`src/rtl/barrel_pkg.sv`:
```
// barrel_pkg -- shared definitions for the barrel thread scheduler.
//   BITS_THREADS   : default width of a thread ID
//   thread_state_t : per-thread scheduling state (IDLE / READY / WAIT)
package barrel_pkg;

  localparam int BITS_THREADS = 3;

  typedef enum logic [1:0] {
    TS_IDLE  = 2'd0,
    TS_READY = 2'd1,
    TS_WAIT  = 2'd2
  } thread_state_t;

endpackage

```
`src/rtl/barrel_sched_if.sv`:
```
// barrel_sched_if -- request and issue signals of the barrel scheduler.
//   Requests (master drives): stall_i, start_*, halt_*, block_*, wake_*
//   Results  (slave drives) : issue_valid_o, tid_f_o, ready_mask_o,
//                             all_idle_o, state_dbg_o (2 bits per thread)
//
// Handshake: issue_valid_o qualifies tid_f_o for exactly one cycle; there is
// no ready/acknowledge path. The consumer applies backpressure only through
// stall_i, which suppresses the issue computed in that cycle. Each request
// strobe (start/halt/block/wake) is a single-cycle command naming one tid.
interface barrel_sched_if #(
  parameter int BITS_THREADS = barrel_pkg::BITS_THREADS,
  parameter int NUM_THREADS  = 2 ** BITS_THREADS
);

  logic                      stall_i;
  logic                      start_i;
  logic [BITS_THREADS-1:0]   start_tid_i;
  logic                      halt_i;
  logic [BITS_THREADS-1:0]   halt_tid_i;
  logic                      block_i;
  logic [BITS_THREADS-1:0]   block_tid_i;
  logic                      wake_i;
  logic [BITS_THREADS-1:0]   wake_tid_i;

  logic                      issue_valid_o;
  logic [BITS_THREADS-1:0]   tid_f_o;
  logic [NUM_THREADS-1:0]    ready_mask_o;
  logic                      all_idle_o;
  logic [2*NUM_THREADS-1:0]  state_dbg_o;

  modport master (
    output stall_i, start_i, start_tid_i, halt_i, halt_tid_i,
           block_i, block_tid_i, wake_i, wake_tid_i,
    input  issue_valid_o, tid_f_o, ready_mask_o, all_idle_o, state_dbg_o
  );

  modport slave (
    input  stall_i, start_i, start_tid_i, halt_i, halt_tid_i,
           block_i, block_tid_i, wake_i, wake_tid_i,
    output issue_valid_o, tid_f_o, ready_mask_o, all_idle_o, state_dbg_o
  );

endinterface

```
`src/rtl/rr_pick.sv`:
```
// rr_pick -- combinational round-robin picker.
//   eligible : one bit per thread, high when the thread may issue
//   last_tid : most recently issued thread
//   winner   : first eligible tid searching upward from last_tid+1 (wrapping)
//   found    : high when any thread is eligible
module rr_pick #(
  parameter int BITS_THREADS = 3,
  parameter int NUM_THREADS  = 2 ** BITS_THREADS
) (
  input  logic [NUM_THREADS-1:0]  eligible,
  input  logic [BITS_THREADS-1:0] last_tid,
  output logic [BITS_THREADS-1:0] winner,
  output logic                    found
);

  always_comb begin : pick
    logic [BITS_THREADS:0]   sum;
    logic [BITS_THREADS-1:0] idx;
    winner = last_tid;
    found  = 1'b0;
    sum    = '0;
    idx    = '0;
    // Offset k=NUM_THREADS comes back to last_tid itself, so a lone eligible
    // thread that just issued is picked again.
    for (int k = 1; k <= NUM_THREADS; k++) begin
      sum = {1'b0, last_tid} + (BITS_THREADS+1)'(k);
      if (sum >= (BITS_THREADS+1)'(NUM_THREADS))
        sum = sum - (BITS_THREADS+1)'(NUM_THREADS);
      idx = sum[BITS_THREADS-1:0];
      if (!found && eligible[idx]) begin
        found  = 1'b1;
        winner = idx;
      end
    end
  end

endmodule

```
`src/rtl/barrel_sched.sv`:
```
// barrel_sched -- barrel (fine-grained multithreading) issue scheduler.
//   clk, rst : clock and synchronous active-high reset
//   bus      : barrel_sched_if slave port (requests in, issue/status out)
// Each thread carries an IDLE/READY/WAIT state. Every unstalled cycle one
// READY thread is chosen round-robin and presented, registered, on tid_f_o
// the following cycle.
module barrel_sched #(
  parameter int BITS_THREADS = barrel_pkg::BITS_THREADS,
  parameter int NUM_THREADS  = 2 ** BITS_THREADS
) (
  input  logic          clk,
  input  logic          rst,
  barrel_sched_if.slave bus
);

  import barrel_pkg::*;

  thread_state_t           state_q [NUM_THREADS];
  thread_state_t           state_d [NUM_THREADS];
  logic [NUM_THREADS-1:0]  halt_hit, block_hit, wake_hit, start_hit;
  logic [NUM_THREADS-1:0]  eligible, ready_d, ready_mask_q;
  logic [BITS_THREADS-1:0] last_tid_q, tid_q, winner;
  logic                    found, issue_valid_q, all_idle;

  always_comb begin
    halt_hit  = '0;
    block_hit = '0;
    wake_hit  = '0;
    start_hit = '0;
    for (int t = 0; t < NUM_THREADS; t++) begin
      halt_hit[t]  = bus.halt_i  && (bus.halt_tid_i  == BITS_THREADS'(t));
      block_hit[t] = bus.block_i && (bus.block_tid_i == BITS_THREADS'(t));
      wake_hit[t]  = bus.wake_i  && (bus.wake_tid_i  == BITS_THREADS'(t));
      start_hit[t] = bus.start_i && (bus.start_tid_i == BITS_THREADS'(t));
    end
  end

  // Per-thread next state. Each branch is guarded by the current state, so a
  // request that does not fit the thread's state falls through and is
  // ignored; block+wake on one tid therefore resolves by the current state.
  always_comb begin
    eligible = '0;
    ready_d  = '0;
    for (int t = 0; t < NUM_THREADS; t++) begin
      state_d[t] = state_q[t];
      if (halt_hit[t])
        state_d[t] = TS_IDLE;
      else if (block_hit[t] && state_q[t] == TS_READY)
        state_d[t] = TS_WAIT;
      else if (wake_hit[t] && state_q[t] == TS_WAIT)
        state_d[t] = TS_READY;
      else if (start_hit[t] && state_q[t] == TS_IDLE)
        state_d[t] = TS_READY;

      // A thread being halted or blocked this cycle must not issue now.
      eligible[t] = (state_q[t] == TS_READY) && !halt_hit[t] && !block_hit[t];
      ready_d[t]  = (state_d[t] == TS_READY);
    end
  end

  rr_pick #(
    .BITS_THREADS (BITS_THREADS),
    .NUM_THREADS  (NUM_THREADS)
  ) u_rr_pick (
    .eligible (eligible),
    .last_tid (last_tid_q),
    .winner   (winner),
    .found    (found)
  );

  always_ff @(posedge clk) begin
    if (rst) begin
      for (int t = 0; t < NUM_THREADS; t++) state_q[t] <= TS_IDLE;
      ready_mask_q  <= '0;
      issue_valid_q <= 1'b0;
      tid_q         <= '0;
      // Start the search at thread 0 after reset.
      last_tid_q    <= BITS_THREADS'(NUM_THREADS - 1);
    end else begin
      for (int t = 0; t < NUM_THREADS; t++) state_q[t] <= state_d[t];
      ready_mask_q <= ready_d;
      if (!bus.stall_i && found) begin
        issue_valid_q <= 1'b1;
        tid_q         <= winner;
        last_tid_q    <= winner;
      end else begin
        issue_valid_q <= 1'b0;
      end
    end
  end

  always_comb begin
    all_idle = 1'b1;
    for (int t = 0; t < NUM_THREADS; t++)
      if (state_q[t] != TS_IDLE) all_idle = 1'b0;
  end

  always_comb begin
    bus.state_dbg_o = '0;
    for (int t = 0; t < NUM_THREADS; t++)
      bus.state_dbg_o[2*t +: 2] = state_q[t];
  end

  assign bus.issue_valid_o = issue_valid_q;
  assign bus.tid_f_o       = tid_q;
  assign bus.ready_mask_o  = ready_mask_q;
  assign bus.all_idle_o    = all_idle;

endmodule
```
`src/flat_wrapper.sv`:
```
// flat-port wrapper written by rule: the top's interface ports become plain ports
module barrel_sched_flat import barrel_pkg::*;
#(
  parameter int BITS_THREADS = barrel_pkg::BITS_THREADS,
  parameter int NUM_THREADS  = 2 ** BITS_THREADS
)
  (clk, rst, bus_stall_i, bus_start_i, bus_start_tid_i, bus_halt_i, bus_halt_tid_i, bus_block_i, bus_block_tid_i, bus_wake_i, bus_wake_tid_i, bus_issue_valid_o, bus_tid_f_o, bus_ready_mask_o, bus_all_idle_o, bus_state_dbg_o);
  barrel_sched_if #(.BITS_THREADS(BITS_THREADS), .NUM_THREADS(NUM_THREADS)) bus_i ();
  input  logic clk;
  input  logic rst;
  input wire logic [$bits(bus_i.stall_i)-1:0] bus_stall_i;
  input wire logic [$bits(bus_i.start_i)-1:0] bus_start_i;
  input wire logic [$bits(bus_i.start_tid_i)-1:0] bus_start_tid_i;
  input wire logic [$bits(bus_i.halt_i)-1:0] bus_halt_i;
  input wire logic [$bits(bus_i.halt_tid_i)-1:0] bus_halt_tid_i;
  input wire logic [$bits(bus_i.block_i)-1:0] bus_block_i;
  input wire logic [$bits(bus_i.block_tid_i)-1:0] bus_block_tid_i;
  input wire logic [$bits(bus_i.wake_i)-1:0] bus_wake_i;
  input wire logic [$bits(bus_i.wake_tid_i)-1:0] bus_wake_tid_i;
  output wire logic [$bits(bus_i.issue_valid_o)-1:0] bus_issue_valid_o;
  output wire logic [$bits(bus_i.tid_f_o)-1:0] bus_tid_f_o;
  output wire logic [$bits(bus_i.ready_mask_o)-1:0] bus_ready_mask_o;
  output wire logic [$bits(bus_i.all_idle_o)-1:0] bus_all_idle_o;
  output wire logic [$bits(bus_i.state_dbg_o)-1:0] bus_state_dbg_o;
  assign bus_i.stall_i = bus_stall_i;
  assign bus_i.start_i = bus_start_i;
  assign bus_i.start_tid_i = bus_start_tid_i;
  assign bus_i.halt_i = bus_halt_i;
  assign bus_i.halt_tid_i = bus_halt_tid_i;
  assign bus_i.block_i = bus_block_i;
  assign bus_i.block_tid_i = bus_block_tid_i;
  assign bus_i.wake_i = bus_wake_i;
  assign bus_i.wake_tid_i = bus_wake_tid_i;
  assign bus_issue_valid_o = bus_i.issue_valid_o;
  assign bus_tid_f_o = bus_i.tid_f_o;
  assign bus_ready_mask_o = bus_i.ready_mask_o;
  assign bus_all_idle_o = bus_i.all_idle_o;
  assign bus_state_dbg_o = bus_i.state_dbg_o;
  barrel_sched #(.BITS_THREADS(BITS_THREADS), .NUM_THREADS(NUM_THREADS)) u_core (.clk(clk), .rst(rst), .bus(bus_i));
endmodule
```
`config.mk`:
```
export PLATFORM = sky130hd
export DESIGN_NAME = barrel_sched_flat
export DESIGN_NICKNAME = d
export VERILOG_FILES = /design/src/rtl/barrel_pkg.sv /design/src/rtl/barrel_sched_if.sv /design/src/rtl/rr_pick.sv /design/src/rtl/barrel_sched.sv /design/src/flat_wrapper.sv
export SDC_FILE = /design/constraint.sdc
export NUM_CORES = 1
export LEC_CHECK = 0
export ABC_AREA = 1
export CAP_MARGIN = 30
export CORE_MARGIN = 4
export CORE_UTILIZATION = 52
export DETAILED_ROUTE_END_ITERATION = 8
export HOLD_SLACK_MARGIN = 0.02
export MAX_ROUTING_LAYER = met4
export PLACE_DENSITY = 0.86
export SLEW_MARGIN = 20
export SYNTH_ARGS = -nofsm -noshare
export SYNTH_HDL_FRONTEND = slang
export SYNTH_SLANG_ARGS = --single-unit
```
`constraint.sdc`:
```
create_clock -name clk -period 3.65 [get_ports clk]
set_clock_uncertainty 0.2 [all_clocks]
set_input_delay 0.73 -clock clk [delete_from_list [all_inputs] [get_ports clk]]
set_output_delay 0.73 -clock clk [all_outputs]
set_load 0.005 [all_outputs]
```
[After elaboration in Yosys (flattened, before gate mapping)]
Memories as Yosys holds them, arrays and structs flattened.
Cells that the tools add are included.
Storage, ports and cells
  bits in registers: 15
  input bits: 19
  RAM bits: 16
  memories kept: 1
  logic and storage cells: 313
  output and inout port bits: 29
Memory list
  u_core.state_q: words 8, bits a word 2, read ports 8, clocked after memory_dff 0, write ports 8, RTL line barrel_sched.sv:18  | thread_state_t state_q [NUM_THREADS];
Cells by class
  magnitude comparators: 16
  mux-type cells: 92
  bitwise operators: 8
  add/sub/neg operators: 16
  eq/ne operators: 52
  reduce and logical (&&, ||, !) cells: 124
Operator list (count)
  $logic_and A1 B1 Y1: 80
  $mux W2: 40
  $eq A3 B3 Y1 const B: 16
  $mux W3: 16
  $eq A2 B1 Y1 const B: 16
  $ge A4 B4 Y1 const B: 8
  $lt A3 B4 Y1 const B: 8
  $mux W1: 28
  $bmux W1 S3: 8
  $eq A3 B2 Y1 const B: 8
  $logic_not A1 Y1: 24
  $sub A3 B1 Y3 const B: 8
  $add A3 B3 Y4 const B: 4
  $eq A2 B2 Y1 const B: 8
  $logic_not A2 Y1: 8
  $reduce_bool A2 Y1: 8
  $eq A3 B1 Y1 const B: 4
  $logic_not A3 Y1: 4
  $add A3 B2 Y4 const B: 2
  $or A1 B1 Y1: 8
  $add A3 B1 Y4 const B: 1
  $add A3 B4 Y4 const B: 1

[Depth between registers and ports, before layout]
  depth after elaboration: 31
  depth in mapped cells: 20
  depth with buffers taken out: 20

[Hierarchy]
From an unflattened synthesis, not the netlist that was laid out.
Second synthesis, totals
  cells, all modules: 427
  area total of the unflattened synthesis: 2412.3 um^2
By module, submodules not included
  barrel_sched: cells an instance 286, area each 1676.6 um^2, sequential area each 620.6 um^2, instances 1
  rr_pick: cells an instance 141, area each 735.7 um^2, sequential area each 0.0 um^2, instances 1

[Least setup slack after synthesis]
No wires, ideal clock.
  kind: reg-to-reg
  start: register u_core.last_tid_q[1]
  end: register u_core.last_tid_q[2]
  stages on the path, launching flop included: 18
  path slack: 1.029 ns
  data arrival time: 2.299 ns
  required time: 3.328 ns
  path buffers: 2
  period minus slack after synthesis: 2.621 ns
  library setup time: 0.122 ns
  cell sequence: dfxtp_1 > buf_2 > clkinv_1 > ha_1 > buf_2 > inv_1 > nand3_1 > and2_1 > nand2_1 > nand2_2 > inv_1 > nand2_4 > o21ai_1 > inv_1 > nand2_1 > nand2_1 > nand2_1 > nand3_1
Between the ends
  longest elaborated chain between the ends: 28
Ends and longest elaborated chain
  start: declaration: RTL line barrel_sched.sv:22  | logic [BITS_THREADS-1:0] last_tid_q, tid_q, winner;
  start signal: assignment: RTL line barrel_sched.sv:78  | last_tid_q <= BITS_THREADS'(NUM_THREADS - 1);
  start signal: assignment: RTL line barrel_sched.sv:85  | last_tid_q <= winner;
  $add A3 B1 Y4: RTL line rr_pick.sv:26  | sum = {1'b0, last_tid} + (BITS_THREADS+1)'(k);
  $ge A4 B4 Y1 or $sub A3 B1 Y3 (tied branches): RTL line rr_pick.sv:27, rr_pick.sv:28
  $mux W3: RTL line rr_pick.sv:27  | if (sum >= (BITS_THREADS+1)'(NUM_THREADS))
  $bmux W1 S3: RTL line rr_pick.sv:30  | if (!found && eligible[idx]) begin
  $mux W1 (not written as such): RTL line rr_pick.sv:30
  $mux W1: RTL line rr_pick.sv:30
  $logic_not A1 Y1: RTL line rr_pick.sv:30
  $logic_and A1 B1 Y1: RTL line rr_pick.sv:30
  (+12 left out)
  $mux W1: RTL line rr_pick.sv:30
  $logic_not A1 Y1: RTL line rr_pick.sv:30
  $logic_and A1 B1 Y1: RTL line rr_pick.sv:30
  $mux W1: RTL line rr_pick.sv:30
  $logic_not A1 Y1: RTL line rr_pick.sv:30
  $logic_and A1 B1 Y1: RTL line rr_pick.sv:30
  $mux W1: RTL line rr_pick.sv:30
  $logic_and A1 B1 Y1: RTL line barrel_sched.sv:82  | if (!bus.stall_i && found) begin
Parallel ways exist; a longest one is shown, timed or not. The select of a mux whose other input is x is not followed.
A chain may end at the register's enable or synchronous reset.

[Worst setup path after layout]
  start: input bus_halt_tid_i[0]
  end: register u_core.last_tid_q[2]
Between the ends
  longest elaborated chain between the ends: 30
Ends and longest elaborated chain
  start: declaration: RTL line flat_wrapper.sv:15  | input wire logic [$bits(bus_i.halt_tid_i)-1:0] bus_halt_tid_i;
  $eq A3 B1 Y1 (tied with other cells): RTL line barrel_sched.sv:31  | halt_hit[t] = bus.halt_i && (bus.halt_tid_i == BITS_THREADS'(t));
  $logic_and A1 B1 Y1: RTL line barrel_sched.sv:31
  $logic_not A1 Y1: RTL line barrel_sched.sv:56  | eligible[t] = (state_q[t] == TS_READY) && !halt_hit[t] && !block_hit[t];
  $logic_and A1 B1 Y1 (2 in a row): RTL line barrel_sched.sv:56
  $bmux W1 S3: RTL line rr_pick.sv:30
  $mux W1 (not written as such): RTL line rr_pick.sv:30
  $mux W1: RTL line rr_pick.sv:30
  $logic_not A1 Y1: RTL line rr_pick.sv:30
  (+13 left out)
  $mux W1: RTL line rr_pick.sv:30
  $logic_not A1 Y1: RTL line rr_pick.sv:30
  $logic_and A1 B1 Y1: RTL line rr_pick.sv:30
  $mux W1: RTL line rr_pick.sv:30
  $logic_not A1 Y1: RTL line rr_pick.sv:30
  $logic_and A1 B1 Y1: RTL line rr_pick.sv:30
  $mux W1: RTL line rr_pick.sv:30
  $logic_and A1 B1 Y1: RTL line barrel_sched.sv:82
Parallel ways exist; a longest one is shown, timed or not. The select of a mux whose other input is x is not followed.

==> flow_metrics.py <==
metrics = {
    "outcome": {
        "outcome": "finished clean",
    },
    "timing": {
        "setup_violations": 0,
        "slew_viol_final": 0,
        "rsz0062_at_grt": "false",
        "fin_crit_ps": 3060,
        "hold_viol": 0,
        "slew_headroom_pct": 59.1,
        "tightest_slew_ps": 612,
        "clock.fmax_mhz": 327,
        "setup-tns-final_ps": 0,
        "fin_crit_sh_pct": 83.8,
    },
    "power": {
        "ir_worst_vdd_v": 0.000588,
        "leakagePower_nw": 1.44,
        "p_per_area_nw_per_um2": 684,
    },
    "run": {
        "cap_violations": 0,
    },
    "setup_path": {
        "cp.required_ps": 3610,
        "endpoint_kind": "flip-flop",
        "cp.arrival_ps": 3020,
        "worstSetupPathType": "input pin to flip-flop",
        "cp-start-kind": "input pin",
        "slowest_delay_ps": 570,
        "cp_cell_sequence": "clkdlybuf4s50_1, inv_1, nor2_2, nand2_2, nand3_2, nand2_2, nand3_1, nand3_2, nand2_4, nand3_4, nor2_8, nand3_1, o21ai_1, inv_1, nand2_1, nand2_1, nand2_1, nand3_1",
        "crit_fanout": 8,
        "critPathSlowestCell": "clkdlybuf4s50_1",
    },
    "route": {
        "routedWlPerCell_um": 14.0,
        "wl_um": 6950,
        "drtPass1Iterations": 5,
        "drtAntennaViolNets": 0,
        "remaining_drc_errors": 0,
        "vias": 2750,
        "viasPerCell": 5.53,
        "drtIter0Drc": 193,
    },
    "global_routing": {
        "grt_max_degree": 18,
        "grt_pass1_wl_um": 11800,
        "grt_remaining_overflow": 0,
        "grt_use_total_pct": 24.9,
        "antenna_found_initial": 0,
        "grt_pass1_vias": 2620,
    },
    "placement": {
        "portBuffers": 47,
        "dp_cells": 489,
        "place_hpwl_um": 5630,
        "place_congestion": 0.937,
    },
    "finish": {
        "drive_above_1_share_pct": 16.2,
        "diodes": 0,
        "area_growth_pct": 25.6,
        "final_common_cell": "nand2_1",
        "final_cell_mix": "nand2_1, nor2_1, inv_1",
        "layout.nets": 465,
        "instances_no_fill": 497,
    },
    "yosys": {
        "synth_top_area_share_pct": 25.1,
        "yosys.cell_types.count": 37,
        "yosys_register_bits": 31,
        "yosysSeqAreaShare_pct": 25.1,
        "synth_area_um2": 2470,
        "synth_warnings": 0,
        "synth_largest_area_cell": "dfxtp_1",
        "postSynthCellCount": 392,
        "syn-num-nets": 413,
        "synth.avg_cell_area_um2": 6.31,
        "yosys-top-cells-area": "dfxtp_1, nand2_1, nand3_1",
    },
    "floorplanning": {
        "die_area_um2": 5920,
        "rows": 24,
        "initial_utilization_pct": 55.3,
        "die_w_um": 77.0,
        "core_area_um2": 4470,
        "boundaryPins": 48,
        "fp.dieH_um": 77.0,
    },
    "clock_network": {
        "cts.htree.levels": 2,
        "cts.reportedPaths.clkPinSlew_ps": 70,
        "cts_tree": "done",
        "cts_resized": 0,
        "post_cts_buffers": 0,
        "cts_buffer_depth": 2,
        "clk_latency_ps": 290,
        "hold_buffers": 0,
        "clkSinkCount": 31,
        "numCtsBuffers": 5,
        "cts-root-buf": "clkbuf_8",
    },
    "min_path": {
        "min_path_type": "flip-flop to flip-flop",
    },
}
[cell usage after synthesis, drive strengths merged]
cell type	count
o211ai	3
buf	5
nand4	14
a31oi	2
nor3	9
nor3b	3
ha	2
a311oi	1
a21oi	11
nand3	67
and2	1
o21ai	4
clkbuf	3
inv	56
nor2	62
a311o	1
xor2	1
dfxtp	31
xnor2	2
clkinv	2
nand2	111
nand3b	1
[sequential cells by signal (all words and copies together), names as in the netlist]
register,flops
u_core.state_q,16
u_core.bus.ready_mask_o,8
u_core.bus.issue_valid_o,1
u_core.last_tid_q,3
u_core.bus.tid_f_o,3
[layer usage]
metal | share of wire (%) | vias to the layer above | wire, um | GRT usage (%)
met2 | 46 | 124 | 3210 | 40.9
li1 | - | 1372 | - | -
met1 | 42 | 1224 | 2950 | 29.8
met3 | 8.4 | 30 | 583 | 5.15
met5 | 0 | - | 0 | -
met4 | 3.0 | 0 | 212 | 9.78
[cell type report]
| class | count | area [um2] |
|---|---|---|
| clock buffer | 5 | 68.8 |
| clock inverter | 3 | 23.8 |
| fill | 377 | 1370 |
| inverter | 58 | 223 |
| multi-input combinational | 295 | 1590 |
| sequential | 31 | 621 |
| tap | 52 | 65.1 |
| timing repair buffer | 53 | 515 |
[power breakdown]
part	switching (W)	internal, W
sequential	0.0000273	0.000371
clock	0.000144	0.000136
combinational	0.000937	0.000507
[logic make-up (layout without fill, tap and decap cells)]
kind of cell / Yosys count / in the layout / share of synthesized area, %
DFF: 31 / 31 / 25.1
buffers and inverters: 66 / 119 / 10.7
adders and majority gates: 2 / 2 / 1.01
xor gates and xnor gates: 3 / 3 / 1.37
and+or+nand+nor: 268 / 268 / 56.2
AOI/OAI and AO/OA: 22 / 22 / 5.67
[critical path: cells and delay by family]
family	cells	cell delay, ps
compound gates	1	90
simple gates	14	1510
buf+inv	3	700
[per-stage QoR]
step                instance area [um2]  setup slack (ps)  total power [W]  hold WS (ps)  utilization, %
CTS                                3100               612          0.00212           296            69.4
finish                             3100               590          0.00212           293            69.4
detailed placement                 3010               329          0.00184           285            67.3
global placement                   3010               461          0.00180           263            67.3
floorplan                          2470              1030          0.00153           272               -
global route                       3100               369          0.00233           318            69.4
[final timing paths]
kind | start | endpoint | slack, ps | cells past startpoint
min | u_core.bus.tid_f_o[0] | u_core.bus.tid_f_o[0] | 290 | 2
max | bus_halt_tid_i[0] | u_core.last_tid_q[2] | 590 | 18
min reg2reg | u_core.bus.tid_f_o[0] | u_core.bus.tid_f_o[0] | 290 | 2
max reg2reg | u_core.last_tid_q[1] | u_core.last_tid_q[2] | 990 | 16
Power figures use the tool's default switching activity.
